`src/rtl/bcd_display_seq.sv`:
```
// bcd_display_seq: sequential binary-to-BCD converter for the seven-segment path.
// A shift-add-3 engine converts one bit per clock. Results (BCD, overflow,
// leading-zero blank mask) are registered and change only on the cycle that
// valid pulses. One request can queue behind a running conversion.
//
// Handshake: a request is accepted on any rising edge where we=1. In IDLE it
// starts a conversion immediately. While busy=1 it is parked in a one-deep
// pending slot, and the last value written wins. valid is a one-cycle pulse
// that is not backpressured. The consumer must take BCD/overflow/blank in
// that cycle or rely on them holding until the next pulse.
module bcd_display_seq #(
    parameter int BIN_W    = 14,
    parameter int DIGITS   = 4,
    parameter int BLANK_LZ = 1
) (
    input  logic                  clock,
    input  logic                  reset,
    input  logic                  we,
    input  logic [BIN_W-1:0]      num,
    output logic [4*DIGITS-1:0]   BCD,
    output logic                  busy,
    output logic                  valid,
    output logic                  overflow,
    output logic [DIGITS-1:0]     blank,
    output logic [1:0]            state_dbg
);

    localparam int SW    = 4 * DIGITS;
    localparam int CNT_W = $clog2(BIN_W + 1);

    localparam logic [1:0] S_IDLE  = 2'd0;
    localparam logic [1:0] S_SHIFT = 2'd1;
    localparam logic [1:0] S_DONE  = 2'd2;

    // At reset only the units digit is shown, so every higher digit is blanked.
    localparam logic [DIGITS-1:0] BLANK_RST =
        (BLANK_LZ != 0) ? ({DIGITS{1'b1}} ^ DIGITS'(1)) : '0;

    logic [1:0]        state;
    logic [BIN_W-1:0]  shift_q;
    logic [SW-1:0]     scratch_q;
    logic              sticky_q;
    logic [CNT_W-1:0]  cnt_q;
    logic              pend_q;
    logic [BIN_W-1:0]  pend_val_q;

    logic [SW-1:0]     adj;
    logic              carry;
    logic [SW-1:0]     scratch_shifted;
    logic [DIGITS-1:0] blank_next;
    logic              all_zero;

    assign busy      = (state != S_IDLE);
    assign state_dbg = state;

    // Add-3 correction on every digit >= 5, then shift one bit in from the binary register.
    always_comb begin
        adj = scratch_q;
        for (int i = 0; i < DIGITS; i++) begin
            if (scratch_q[4*i +: 4] >= 4'd5) begin
                adj[4*i +: 4] = scratch_q[4*i +: 4] + 4'd3;
            end
        end
        carry           = adj[SW-1];
        scratch_shifted = {adj[SW-2:0], shift_q[BIN_W-1]};
    end

    // Leading-zero mask. Bit i is set when digit i and every higher digit are zero. The units digit is never blanked.
    always_comb begin
        blank_next = '0;
        all_zero   = 1'b1;
        for (int i = DIGITS - 1; i >= 0; i--) begin
            all_zero      = all_zero & (scratch_q[4*i +: 4] == 4'd0);
            blank_next[i] = all_zero;
        end
        blank_next[0] = 1'b0;
        if ((BLANK_LZ == 0) || sticky_q) begin
            blank_next = '0;
        end
    end

    // Conversion FSM, pending slot and registered result outputs.
    always_ff @(posedge clock) begin
        if (reset) begin
            state      <= S_IDLE;
            shift_q    <= '0;
            scratch_q  <= '0;
            sticky_q   <= 1'b0;
            cnt_q      <= '0;
            pend_q     <= 1'b0;
            pend_val_q <= '0;
            BCD        <= '0;
            valid      <= 1'b0;
            overflow   <= 1'b0;
            blank      <= BLANK_RST;
        end else begin
            valid <= 1'b0;
            case (state)
                S_IDLE: begin
                    if (we) begin
                        shift_q   <= num;
                        scratch_q <= '0;
                        sticky_q  <= 1'b0;
                        cnt_q     <= CNT_W'(BIN_W);
                        state     <= S_SHIFT;
                    end
                end

                S_SHIFT: begin
                    scratch_q <= scratch_shifted;
                    shift_q   <= shift_q << 1;
                    sticky_q  <= sticky_q | carry;
                    cnt_q     <= cnt_q - CNT_W'(1);
                    if (cnt_q == CNT_W'(1)) begin
                        state <= S_DONE;
                    end
                    if (we) begin
                        pend_q     <= 1'b1;
                        pend_val_q <= num;
                    end
                end

                S_DONE: begin
                    valid    <= 1'b1;
                    BCD      <= sticky_q ? {DIGITS{4'h9}} : scratch_q;
                    overflow <= sticky_q;
                    blank    <= blank_next;
                    // A request arriving in this cycle is newer than any parked one.
                    if (we || pend_q) begin
                        shift_q   <= we ? num : pend_val_q;
                        scratch_q <= '0;
                        sticky_q  <= 1'b0;
                        cnt_q     <= CNT_W'(BIN_W);
                        pend_q    <= 1'b0;
                        state     <= S_SHIFT;
                    end else begin
                        state <= S_IDLE;
                    end
                end

                default: begin
                    state <= S_IDLE;
                end
            endcase
        end
    end

endmodule

```
`config.mk`:
```
export PLATFORM = sky130hd
export DESIGN_NAME = bcd_display_seq
export DESIGN_NICKNAME = d
export VERILOG_FILES = /design/src/rtl/bcd_display_seq.sv
export SDC_FILE = /design/constraint.sdc
export NUM_CORES = 1
export LEC_CHECK = 0
export ABC_CLOCK_PERIOD_IN_PS = 2700
export CAP_MARGIN = 30
export CORE_ASPECT_RATIO = 0.5
export CORE_MARGIN = 2
export CORE_UTILIZATION = 30
export DETAILED_ROUTE_END_ITERATION = 7
export PLACE_DENSITY = 0.55
export SLEW_MARGIN = 5
export SYNTH_ARGS = -nofsm -noshare
export SYNTH_HDL_FRONTEND = slang
export SYNTH_SLANG_ARGS = --single-unit
```
`constraint.sdc`:
```
create_clock -name clock -period 2.7 [get_ports clock]
set_input_delay 0.27 -clock clock [delete_from_list [all_inputs] [get_ports clock]]
set_output_delay 0.27 -clock clock [all_outputs]
set_load 0.02 [all_outputs]
```
# Yosys cells after proc, flatten, opt, wreduce, memory -nomap -nowiden
# Cells that the tools add are included.
[classes]
n_bitwise = 3
order_cmp = 4
multipliers = 0
eq_ne = 7
n_shift = 0
addsub = 5
n_div = 0
n_reduce_logical = 11
mux = 26
[ops]
columns = ["operator", "count"]
rows = [
  ["16-bit two-way mux", 3],
  ["16-bit case mux with 3 select lines", 1],
  ["14-bit two-way mux", 3],
  ["14-bit case mux with 3 select lines", 1],
  ["4-bit two-way mux", 7],
  ["4-bit by 2-bit adder with 4-bit output (second input constant)", 4],
  ["4-bit by 3-bit greater-or-equal comparator with 1-bit output (second input constant)", 4],
  ["4-bit logical NOT", 3],
  ["4-bit case mux with 3 select lines", 1],
  ["2-bit != test (second input constant)", 4],
  ["2-bit case mux with 3 select lines", 1],
  ["3-bit AND reduction", 2],
  ["1-bit two-way mux", 5],
  ["4-bit by 1-bit equality test with 1-bit output (second input constant)", 1],
  ["2-bit two-way mux", 2],
  ["2-bit nonzero test", 2],
  ["4-bit by 1-bit subtractor with 4-bit output (second input constant)", 1],
  ["1-bit case mux with 3 select lines", 1],
  ["3-bit nonzero test", 1],
  ["1-bit AND", 2],
  ["2-bit by 1-bit equality test with 1-bit output (second input constant)", 1],
  ["2-bit equality test (second input constant)", 1],
  ["2-bit logical NOT", 1],
  ["1-bit case mux with 2 select lines", 1],
  ["3 further kinds", 3],
]
[totals]
regBits = 74
latchBits = 0
romBits = 0
mem_bits_rw = 0
n_memories = 0
out_inout_bits = 25

# Depth between registers and ports, before layout
# Gate-level depths: netlist of the first run.
[depth]
word_depth = 4
ltp_mapped = 8
mapped_depth_nobuf = 6

# Worst setup path before layout of the first run
# Ideal clock, no wire load.
[synth_path]
path_kind = "flip-flop to flip-flop"
startpoint = "reg state[0], in the netlist state_dbg[0]"
endpoint = "reg scratch_q[13]"
setup_ns = 0.121
arrival_time_ns = 1.779
path_stages_with_launch = 9
t_required_ns = 2.579
setup_slack_ns = 0.800
cell_sequence = "dfxtp_1 > inv_1 > ha_1 > nor2b_1 > or3_1 > buf_4 > buf_2 > nand3_1 > o41ai_2"
[synth_via]
elab_chain_len = 3
word_cells_on_any_way = 8
cone_classes = "eq/ne: 4; mux: 1; reduce/logical: 3"
[synth_lines]
columns = ["element", "line", "text"]
rows = [
  ["start: declaration", "39", "logic [1:0] state;"],
  ["start signal: assignment", "85", "state <= S_IDLE;"],
  ["start signal: assignment", "105", "state <= S_SHIFT;"],
  ["start signal: assignment", "115", "state <= S_DONE;"],
  ["2-bit equality test, or another cell as far along", "98", "case (state)"],
  ["2-bit != test (no source line) / 3-bit nonzero test (equally long branches)", "n/a", ""],
  ["3-bit AND reduction (no source line)", "n/a", ""],
  ["end signal: assignment", "110", "scratch_q <= scratch_shifted;"],
  ["end: declaration", "41", "logic [SW-1:0] scratch_q;"],
]
# Several ways; a longest one is shown, not always the timed one.
# A chain may end at the register's enable or synchronous reset.

# Final worst setup path of the first run
[layout_path]
startpoint = "reg state[0], in the netlist state_dbg[0]"
endpoint = "reg cnt_q[2]"
[layout_via]
elab_chain_len = 3
word_cells_on_any_way = 8
cone_classes = "eq/ne: 4; mux: 1; reduce/logical: 3"
[layout_lines]
columns = ["element", "line", "text"]
rows = [
  ["2-bit equality test, or another cell as far along", "98", ""],
  ["2-bit != test (no source line) / 3-bit nonzero test (equally long branches)", "n/a", ""],
  ["3-bit AND reduction (no source line)", "n/a", ""],
  ["end signal: assignment", "104", "cnt_q <= CNT_W'(BIN_W);"],
  ["end signal: assignment", "113", "cnt_q <= cnt_q - CNT_W'(1);"],
  ["end signal: assignment", "133", "cnt_q <= CNT_W'(BIN_W);"],
  ["end: declaration", "43", "logic [CNT_W-1:0] cnt_q;"],
]
# Several ways; a longest one is shown, not always the timed one.

==> summary.md, run 1 <==
| Metric | Value |
|---|---|
| Max-Slew Margin vs Limit | `49.7%` |
| Final Slew Violations | `0` |
| Post-Synthesis Cells | `roughly 430` |
| Power Density | `671 mW/mm^2` |
| Hold slack | `between 0.2 and 0.25 ns` |
| Row count | `28` |
| RSZ-0062 raised after global routing | `no` |
| CTS Buf Count | `9` |
| Vias per cell | `4.81` |
| Post-DP HPWL | `5440 um` |
| Top cells by instance count after synthesis | `nand2_1, dfxtp_1, a21oi_1` |
| Clock transition at path regs | `0.05 ns` |
| Maximum root-to-sink buffer count | `2` |
| Synth warn | `0` |
| Footprint of the multi-input gates | `0.00188 sq mm` |
| Sw Share | `approximately a quarter` |
| Setup ws final | `0.593 ns` |
| Initial antenna violation count | `0` |
| Clock Skew | `roughly 0.0079 ns` |
| Post-synth EDFFs | `0` |
| Die width | `between 150 and 200 um` |
| Die area | `0.0128 sq mm` |
| Post-CTS sizing | `0` |
| Share of layout cells above drive strength 1 | `7.73%` |
| Switching power total | `0.781 mW` |
| Internal power | `2.19 mW` |
| First-pass GRT wire length | `14200 um` |
| Synthesized Nets | `around 470` |
| F_max | `0.475 GHz` |
| Sequential area share after synthesis | `41.0%` |
| Core Region | `0.0117 sq mm` |
| Avg Inst Size Synth | `between 8 and 9 sq um` |
| # hold bufs at CTS | `0` |
| Register area | `0.00146 sq mm` |
| Total gr overflow | `0` |
| Max-cap violations | `0` |
| Vias | `3037` |
| Filler instances | `1212` |
| Setup WS pre-CTS | `~0.4 ns` |
| Status | `complete, no violations` |
| Critical path fanouts, max | `18` |
| Met3 Usage GRT | `4.43%` |
| Htree depth | `3` |
| Crit end category | `flop` |
| #FFs+latches synth | `73` |
| Sum of negative setup slack | `0 ns` |
| Synth Flop Type | `dfxtp_1` |
| Antenna Cells | `0` |
| Area grow syn2layout | `24.0%` |
| Arr. time, crit path | `2.34 ns` |
| Final Hold Fails | `0` |
| Min-Delay Path Class | `in2reg` |
| GRT busiest layer | `met2` |
| Met1 usage | `17.9%` |
| Top-count cell post-synth | `nand2_1` |
| Setup repair bufs after CTS | `0` |
| Gpl congestion | `0.799` |
| Die H | `81.1 um` |
| # IOs | `42` |
| Peak supply drop | `around 0.00033 V` |
| PortBufs | `40` |
| Ys async rst share | `0%` |
| Antenna Violating Nets Remaining | `0` |
| P_leak | `1.54 nW` |
| Fin crit period | `approximately 2.1 ns` |
| CTS tree | `built` |
| Comb pwr share | `between 10% and 20%` |
| Root buf cell | `clkbuf_16` |
| Worst-Skew Late Latency | `0.34 ns` |
| Starting Density | `a little under a third` |
| Clock power share | `44.2%` |
| CP Launch Type | `flop` |
| Yosys top cell by area | `dfxtp_1` |
| Total Wirelength | `between 8000 and 9000 um` |
| Initial DRC Count | `213` |
| Top cell type's share of synthesized area | `41.0%` |
| Placed instance count | `slightly above 600` |
| Cell Area, Synth | `0.00356 sq mm` |
| Fin cells | `631` |
| CP required | `2.93 ns` |
| Final nets | `between 400 and 500` |
| WL per Instance | `13.3 um` |
| Critical path class | `reg2reg` |
| Tcrit/Tclk final | `78.0%` |
| GRT Total Usage | `14.2%` |
| # setup viols final | `0` |
| TritonRoute pass-1 iters | `4` |
| Flop pwr share | `about two fifths` |
| DR DRC count | `0` |
| Pin count of the biggest net entering global routing | `71` |
| Clock sink count | `73` |
| Synth top area cells | `dfxtp_1, nand2_1, a21oi_1, ha_1, o211ai_1` |
| Yosys cell types | `42` |
| Grt met2 use | `a little under a quarter` |
| Vias in the first global route | `approximately 2900` |
| Least-Margin Pin Slew | `0.754 ns` |
[per-layer routing]
metal / vias up / share of wire (%)
li1: 1576 / -
met1: 1410 / 50
met2: 42 / 45
met3: 9 / 4.4
met4: 0 / 1.2
met5: - / 0
[worst paths after layout]
path,start,to,slack [ns],depth (start not counted)
min reg2reg,shift_q[3]$_SDFFE_PP0P_,shift_q[3]$_SDFFE_PP0P_,0.45,2
max,state_dbg[0]$_SDFFE_PP0P_,cnt_q[2]$_SDFFE_PP0P_,0.59,7
min,reset,state_dbg[1]$_SDFFE_PP0P_,0.25,3
max reg2reg,state_dbg[0]$_SDFFE_PP0P_,cnt_q[2]$_SDFFE_PP0P_,0.59,7
[power by group through the flow]
stage / registers [mW] / logic [mW] / clock network [mW]
finish: 1.19 / 0.469 / 1.31
global placement: 1.21 / 0.467 / 0
detailed placement: 1.21 / 0.470 / 0
floorplan: 1.21 / 0.335 / 0
global route: 1.20 / 0.530 / 1.39
CTS: 1.19 / 0.474 / 1.34
[cells by family (layout without fill, tap and decap cells)]
| logic type | count (synthesis) | count (layout) | synth area share [%] |
|---|---|---|---|
| simple gates | 149 | 149 | 19.1 |
| compound gates | 122 | 122 | 22.2 |
| flops | 73 | 73 | 41.0 |
| buf+inv | 52 | 85 | 6.21 |
| mux | 19 | 19 | 5.48 |
| fa+ha+maj | 17 | 17 | 5.97 |
| other cells | 1 | 1 | 0.105 |
[registers in the layout (all words and copies together) (netlist names), 2 cells and up]
signal      flops
BCD            16
blank           3
cnt_q           4
pend_val_q     14
scratch_q      16
shift_q        14
state_dbg       2
[layout make-up]
type                       instances  area share (%)
multi-input combinational        308            42.6
clock buffer                      11            5.72
timing repair buffer              50            10.6
inverter                          19            1.61
clock inverter                     5            1.75
sequential                        73            33.1
tap                              165            4.67
[worst max-delay path: stages (launching register included)]
cell     delay [ns]
dfxtp_1        0.34
inv_1          0.09
ha_1           0.16
nor2b_1        0.41
or3_1          0.38
buf_4          0.31
nor2_1         0.07
nor4_1         0.23
[cells in the final DEF (no fill, tap or decap), drive strengths merged, types with 5 or more instances in the layout]
cell,instances
a211oi,8
a21o,6
a21oi,44
buf,11
clkbuf,11
clkdlybuf4s50,39
dfxtp,73
ha,17
inv,19
mux2i,15
nand2,74
nand2b,5
nand3,8
nor2,34
nor3b,7
o211ai,27
o21ai,14
o32ai,10
or3,5
[per-stage QoR]
stage | utilization, % | cell area, sq um | power [mW]
detailed placement | 35.0 | 4090 | 1.68
global route | 37.8 | 4420 | 3.12
finish | 37.8 | 4420 | 2.97
floorplan | - | 3560 | 1.54
global placement | 35.0 | 4090 | 1.68
CTS | 37.8 | 4420 | 3.00
No activity file was read; power rests on OpenSTA's default activity.
==> inputs of run 2 (changes only) <==
--- a/config.mk
+++ b/config.mk
@@ -5,13 +5,13 @@
 export SDC_FILE = /design/constraint.sdc
 export NUM_CORES = 1
 export LEC_CHECK = 0
-export ABC_CLOCK_PERIOD_IN_PS = 2700
+export ABC_CLOCK_PERIOD_IN_PS = 1910
 export CAP_MARGIN = 30
 export CORE_ASPECT_RATIO = 0.5
 export CORE_MARGIN = 2
 export CORE_UTILIZATION = 30
 export DETAILED_ROUTE_END_ITERATION = 7
-export PLACE_DENSITY = 0.55
+export PLACE_DENSITY = 0.57
 export SLEW_MARGIN = 5
 export SYNTH_ARGS = -nofsm -noshare
 export SYNTH_HDL_FRONTEND = slang
==> constraint.sdc (replaced) <==
create_clock -name clock -period 1.91 [get_ports clock]
set_input_delay 0.191 -clock clock [delete_from_list [all_inputs] [get_ports clock]]
set_output_delay 0.191 -clock clock [all_outputs]
set_load 0.02 [all_outputs]
==> summary.md, run 2 (synthesis results as in run 1) <==
| Metric | Value |
|---|---|
| Antenna Cells | `0` |
| Critical path fanouts, max | `3` |
| TritonRoute pass-1 iters | `4` |
| Vias | `just over 3000` |
| CTS tree | `built` |
| Post-route design area | `0.00453 sq mm` |
| Row count | `28` |
| Clock power share | `44.4%` |
| CP required | `around 1.7 ns` |
| Initial antenna violation count | `0` |
| Area grow syn2layout | `27.2%` |
| Overall power | `between 4 and 5 mW` |
| Register area | `between 0.001 and 0.0015 sq mm` |
| Max-Slew Margin vs Limit | `65.9%` |
| Final Hold Fails | `0` |
| Peak supply drop | `0.000447 V` |
| Least-Margin Pin Slew | `slightly above 0.5 ns` |
| Gpl congestion | `between 0.7 and 0.8` |
| Initial DRC Count | `180` |
| P_leak | `~1.6 nW` |
| F_max | `0.548 GHz` |
| Root buf cell | `clkbuf_16` |
| Starting Density | `30.5%` |
| CP Launch Type | `flop` |
| Clock Skew | `0.00760 ns` |
| DR DRC count | `0` |
| Die width | `158 um` |
| Final Slew Violations | `0` |
| Crit end category | `output port` |
| Share of layout cells above drive strength 1 | `9.45%` |
| GRT Total Usage | `13.7%` |
| Antenna Violating Nets Remaining | `0` |
| CTS Buf Count | `9` |
| Internal power | `about 3.2 mW` |
| # setup viols final | `0` |
| Critical path class | `reg2out` |
| Switching power total | `1.10 mW` |
| Worst R2R Path Depth | `6` |
| # IOs | `42` |
| Total gr overflow | `0` |
| Total Wirelength | `roughly 8400 um` |
| Final nets | `505` |
| Power Density | `948 mW/mm^2` |
| Max-cap violations | `0` |
| Commonest cells after routing, fill and taps aside | `nand2_1, dfxtp_1, a21oi_1` |
| Clock sink count | `73` |
| Largest regs | `BCD: 16 flops, scratch_q: 16 flops` |
| Status | `complete, no violations` |
| Setup ws final | `0.0849 ns` |
| Die H | `81.1 um` |
| Clock transition at path regs | `0.05 ns` |
| Flop pwr share | `38.9%` |
| Maximum root-to-sink buffer count | `2` |
| Fin crit period | `1.83 ns` |
| Area after DPL | `0.00418 sq mm` |
| Core Region | `0.0117 sq mm` |
| Min-Delay Path Class | `in2reg` |
| Post-DP HPWL | `between 5000 and 6000 um` |
| Setup WS pre-CTS | `-0.0298 ns` |
| Htree depth | `3` |
| Comb pwr share | `16.7%` |
| Vias per cell | `around 4.8` |
| First-pass GRT wire length | `between 10000 and 15000 um` |
| Sw Share | `25.5%` |
| Vias in the first global route | `roughly 2800` |
| PortBufs | `40` |
| Footprint of the multi-input gates | `0.00189 sq mm` |
| WL per Instance | `13.1 um` |
| # hold bufs at CTS | `0` |
| Die area | `0.0128 sq mm` |
| Reg2Reg Setup Slack | `0.11 ns` |
| Worst-Skew Late Latency | `0.33 ns` |
| Tcrit/Tclk final | `95.6%` |
| Arr. time, crit path | `approximately 1.6 ns` |
| Pin count of the biggest net entering global routing | `42` |
| Filler instances | `1231` |
| Hold path depth | `3` |
| Leading cell type in the layout, fill and taps excluded | `nand2_1` |
-- run 2: changes by cell type in the layout (fill, tap and decap cells not counted), moves of 2 or more --
cell / before / now
buf_12: 0 / 2
buf_4: 10 / 18
clkbuf_1: 0 / 2
clkbuf_8: 2 / 0
-- run 2: power groups by stage --
stage	clock network, mW	registers [mW]	logic [mW]
2_1_floorplan	0	1.71	0.473
3_3_place_gp	0	1.70	0.710
3_5_place_dp	0	1.71	0.715
4_1_cts	1.95	1.67	0.718
5_1_grt	2.03	1.69	0.801
6_report	1.91	1.67	0.718
-- run 2: repair_timing --
item,in CTS,in global routing
endpoints found under the setup margin,0,12
gates resized for setup,0,1
buffers inserted,0,1
-- run 2: metrics by stage --
step / setup TNS, ns / hold slack [ns] / utilization (%) / instances
3_3_place_gp: 0 / 0.441 / 35.8 / 624
2_1_floorplan: 0 / 0.327 / - / 433
6_report: 0 / 0.195 / 38.7 / 641
5_1_grt: -0.0508 / 0.213 / 38.7 / 641
3_5_place_dp: -0.148 / 0.444 / 35.8 / 624
4_1_cts: 0 / 0.185 / 38.6 / 640
-- run 2: cell type report --
class / count / area share (%)
Multi-Input combinational cell: 308 / 41.6
Clock inverter: 5 / 2.29
Clock buffer: 11 / 5.13
Tap cell: 165 / 4.55
Sequential cell: 73 / 32.2
Inverter: 19 / 1.57
Timing Repair Buffer: 60 / 12.6
-- run 2: per-layer routing --
metal,track usage [%],share of wire [%]
met5,0,0
met4,3.51,0.49
met3,4.22,4.5
met2,22.9,46
met1,17.4,49
-- run 2: critical path: stages, from the launching register on --
cell,delay [ns]
dfxtp_1,0.35
inv_1,0.08
ha_1,0.19
inv_1,0.08
clkdlybuf4s50_1,0.60
-- run 2: worst paths after layout --
kind	endpoint	startpoint
worst min-delay path	state_dbg[1]$_SDFFE_PP0P_	reset
worst min register to register	shift_q[9]$_SDFFE_PP0P_	shift_q[9]$_SDFFE_PP0P_
worst max register to register	scratch_q[13]$_SDFFE_PP0P_	state_dbg[1]$_SDFFE_PP0P_
worst max-delay path	busy	state_dbg[1]$_SDFFE_PP0P_
==> inputs of run 3 (changes only) <==
--- a/config.mk
+++ b/config.mk
@@ -5,13 +5,14 @@
 export SDC_FILE = /design/constraint.sdc
 export NUM_CORES = 1
 export LEC_CHECK = 0
+export ABC_AREA = 1
 export ABC_CLOCK_PERIOD_IN_PS = 1910
 export CAP_MARGIN = 30
 export CORE_ASPECT_RATIO = 0.5
 export CORE_MARGIN = 2
 export CORE_UTILIZATION = 30
 export DETAILED_ROUTE_END_ITERATION = 7
-export PLACE_DENSITY = 0.57
+export PLACE_DENSITY_LB_ADDON = 0.2
 export SLEW_MARGIN = 5
 export SYNTH_ARGS = -nofsm -noshare
 export SYNTH_HDL_FRONTEND = slang
==> summary.md, run 3 <==
| Metric | Value |
|---|---|
| Hold path depth | `2` |
| First-pass GRT wire length | `around 14000 um` |
| Initial DRC Count | `123` |
| Sum of negative setup slack | `0 ns` |
| TritonRoute pass-1 iters | `5` |
| Area grow syn2layout | `25.5%` |
| Arr. time, crit path | `1.50 ns` |
| Clock Skew | `0.00591 ns` |
| Min-Delay Path Class | `reg2reg` |
| Largest regs | `BCD: 16 flops, scratch_q: 16 flops` |
| Initial antenna violation count | `0` |
| CP required | `1.72 ns` |
| Post-synth EDFFs | `0` |
| Htree depth | `3` |
| CTS tree | `built` |
| Commonest cells after routing, fill and taps aside | `nand2_1, a21oi_1, dfxtp_1` |
| Hold Path End | `blank[3]$_SDFFE_PP1P_` |
| Yosys cell types | `25` |
| Maximum root-to-sink buffer count | `2` |
| Critical hold path startpoint | `blank[3]$_SDFFE_PP1P_` |
| Top cell type's share of synthesized area | `40.0%` |
| Grt met2 use | `23.5%` |
| Critical path fanouts, max | `5` |
| Yosys top cell by area | `dfxtp_1` |
| Setup repair bufs after CTS | `0` |
| Top cells by instance count after synthesis | `nand2_1, a21oi_1, dfxtp_1` |
| Family with the most delay on the worst path | `buffers and inverters` |
| Synth Flop Type | `dfxtp_1` |
| Post-DP HPWL | `5980 um` |
| Reg2reg end | `scratch_q[11]$_SDFFE_PP0P_` |
| Critical path buffers and inverters | `3` |
| Crit end category | `output port` |
| # IOs | `42` |
| Total Wirelength | `8720 um` |
| Cell Area, Synth | `0.00365 sq mm` |
| Die area | `0.0131 sq mm` |
| F_max | `0.592 GHz` |
| Vias in the first global route | `2978` |
| # hold bufs at CTS | `0` |
| Clock transition at path regs | `0.06 ns` |
| Gpl congestion | `0.793` |
| Power Density | `1390 mW/mm^2` |
| Final Slew Violations | `0` |
| Leading cell type in the layout, fill and taps excluded | `nand2_1` |
| Synth warn | `0` |
| Met1 usage | `~17%` |
| Final Util | `38.7%` |
| PortBufs | `40` |
| Max-Slew Margin vs Limit | `about 67%` |
| Core Region | `approximately 0.012 sq mm` |
| Ys async rst share | `0%` |
| CP Launch Type | `flop` |
| Pin count of the biggest net entering global routing | `30` |
| Max-cap violations | `0` |
| RSZ-0062 raised after global routing | `no` |
| DR DRC count | `0` |
| Status | `complete, no violations` |
| #FFs+latches synth | `73` |
| Critical Path Slowest Stage Cell | `dfxtp_1` |
| Vias per cell | `4.52` |
| Total gr overflow | `0` |
| Peak supply drop | `0.000513 V` |
| Critical path class | `reg2out` |
| P_leak | `between 1.5 and 2 nW` |
| Starting Density | `a little under a third` |
| CTS Buf Count | `9` |
| Final Hold Fails | `0` |
| Clock sink count | `73` |
| Fin crit period | `1.69 ns` |
| Antenna Violating Nets Remaining | `0` |
| WL per Instance | `around 12 um` |
| Synthesized Nets | `around 560` |
| # setup viols final | `0` |
| Synth top area cells | `dfxtp_1, nand2_1, a21oi_1, o21ai_0, inv_1` |
| CP max stage delay | `about 0.4 ns` |
| Share of layout cells above drive strength 1 | `7.56%` |
| Antenna Cells | `0` |
| Avg Inst Size Synth | `6.97 sq um` |
| Root buf cell | `clkbuf_16` |
| Worst R2R Start | `state_dbg[0]$_SDFFE_PP0P_` |
| Die width | `160 um` |
| GRT busiest layer | `met2` |
| Final nets | `between 500 and 600` |
| Die H | `between 80 and 90 um` |
| Tcrit/Tclk final | `between 80% and 90%` |
| Top-count cell post-synth | `nand2_1` |
| Least-Margin Pin Slew | `0.499 ns` |
| GRT Total Usage | `between 10 and 15%` |
| Crit path cell chain | `inv_1, ha_1, inv_1, dlygate4sd2_1` |
| Sequential area share after synthesis | `40.0%` |
| Most numerous cell on the critical path | `inv_1` |
| Worst-Skew Late Latency | `0.33 ns` |
| Reg2Reg Setup Slack | `0.24 ns` |
| Worst R2R Path Depth | `7` |
| Met3 Usage GRT | `4.29%` |
| Vias | `3318` |
| Filler instances | `1261` |
| Row count | `28` |
| Post-Synthesis Cells | `524` |
-- run 3: cell types whose count changed in the layout (fill, tap and decap cells not counted), moves of 7 or more --
cell | previous run | this run
inv_1 | 17 | 63
o21ai_0 | 7 | 52
nand2_1 | 74 | 118
a21oi_1 | 44 | 85
nand3_1 | 7 | 37
o211ai_1 | 27 | 0
mux2i_1 | 15 | 0
nor2_1 | 34 | 20
o32ai_1 | 10 | 0
a211oi_1 | 8 | 0
o21ai_1 | 7 | 14
-- run 3: kinds of logic (layout without fill, tap and decap cells) --
group	count (synthesis)	count (layout)	synth area share (%)
AOI/OAI and AO/OA	153	153	21.1
xor gates and xnor gates	1	1	0.240
adders and majority gates	17	17	5.82
buffers and inverters	93	138	11.2
DFF	73	73	40.0
other	1	1	0.103
and+or+nand+nor	186	186	21.5
-- run 3: area by class of cell --
cell class / instances / area, sq um / area share [%]
multi-input cells: 358 / 1780 / 38.8
inverters: 65 / 244 / 5.32
repair buffers: 57 / 539 / 11.8
clock inverters: 6 / 115 / 2.51
well taps: 165 / 206 / 4.50
clock buffers: 10 / 239 / 5.21
flip-flops and latches: 73 / 1460 / 31.9
-- run 3: power breakdown --
group	total [mW]	internal, mW	switching, mW
sequential	2.07	1.90	0.174
combinational	2.35	0.876	1.47
clock	1.97	1.32	0.655
-- run 3: timing repair --
action                     4_1_cts  5_1_grt
setup endpoints to repair        1        0
resized for setup                1        0
hold endpoints to repair         0        0
-- run 3: worst max path at each step --
stage,endpoint,startpoint,cells after the start,slack (ns)
5_1_grt,scratch_q[11]$_SDFFE_PP0P_,state_dbg[0]$_SDFFE_PP0P_,7,0.04
3_5_place_dp,scratch_q[11]$_SDFFE_PP0P_,we,7,0.19
2_1_floorplan,shift_q[4]$_SDFFE_PP0P_,state_dbg[0]$_SDFFE_PP0P_,8,0.34
4_1_cts,busy,state_dbg[0]$_SDFFE_PP0P_,4,0.20
6_report,busy,state_dbg[0]$_SDFFE_PP0P_,4,0.22
3_3_place_gp,scratch_q[11]$_SDFFE_PP0P_,we,7,0.23
-- run 3: tightest hold or removal path, stage by stage (launching register included) --
cell,delay [ns]
dfxtp_1,0.33
a21oi_1,0.06
nand2_1,0.05
-- run 3: layer usage --
metal  vias up  wire (um)
met5         -          0
met4         0         86
met3         7        311
met2        42       3830
met1      1485       4500
li1       1784          -
-- run 3: metrics by stage --
| stage | power, mW | cells | instance area [sq um] | setup slack, ns | hold slack [ns] |
|---|---|---|---|---|---|
| global route | 6.86 | 734 | 4590 | 0.0358 | 0.484 |
| floorplan | 3.76 | 524 | 3650 | 0.336 | 0.394 |
| detailed placement | 4.49 | 718 | 4230 | 0.189 | 0.447 |
| global placement | 4.48 | 718 | 4230 | 0.226 | 0.449 |
| CTS | 6.49 | 734 | 4590 | 0.195 | 0.462 |
| finish | 6.39 | 734 | 4590 | 0.220 | 0.458 |
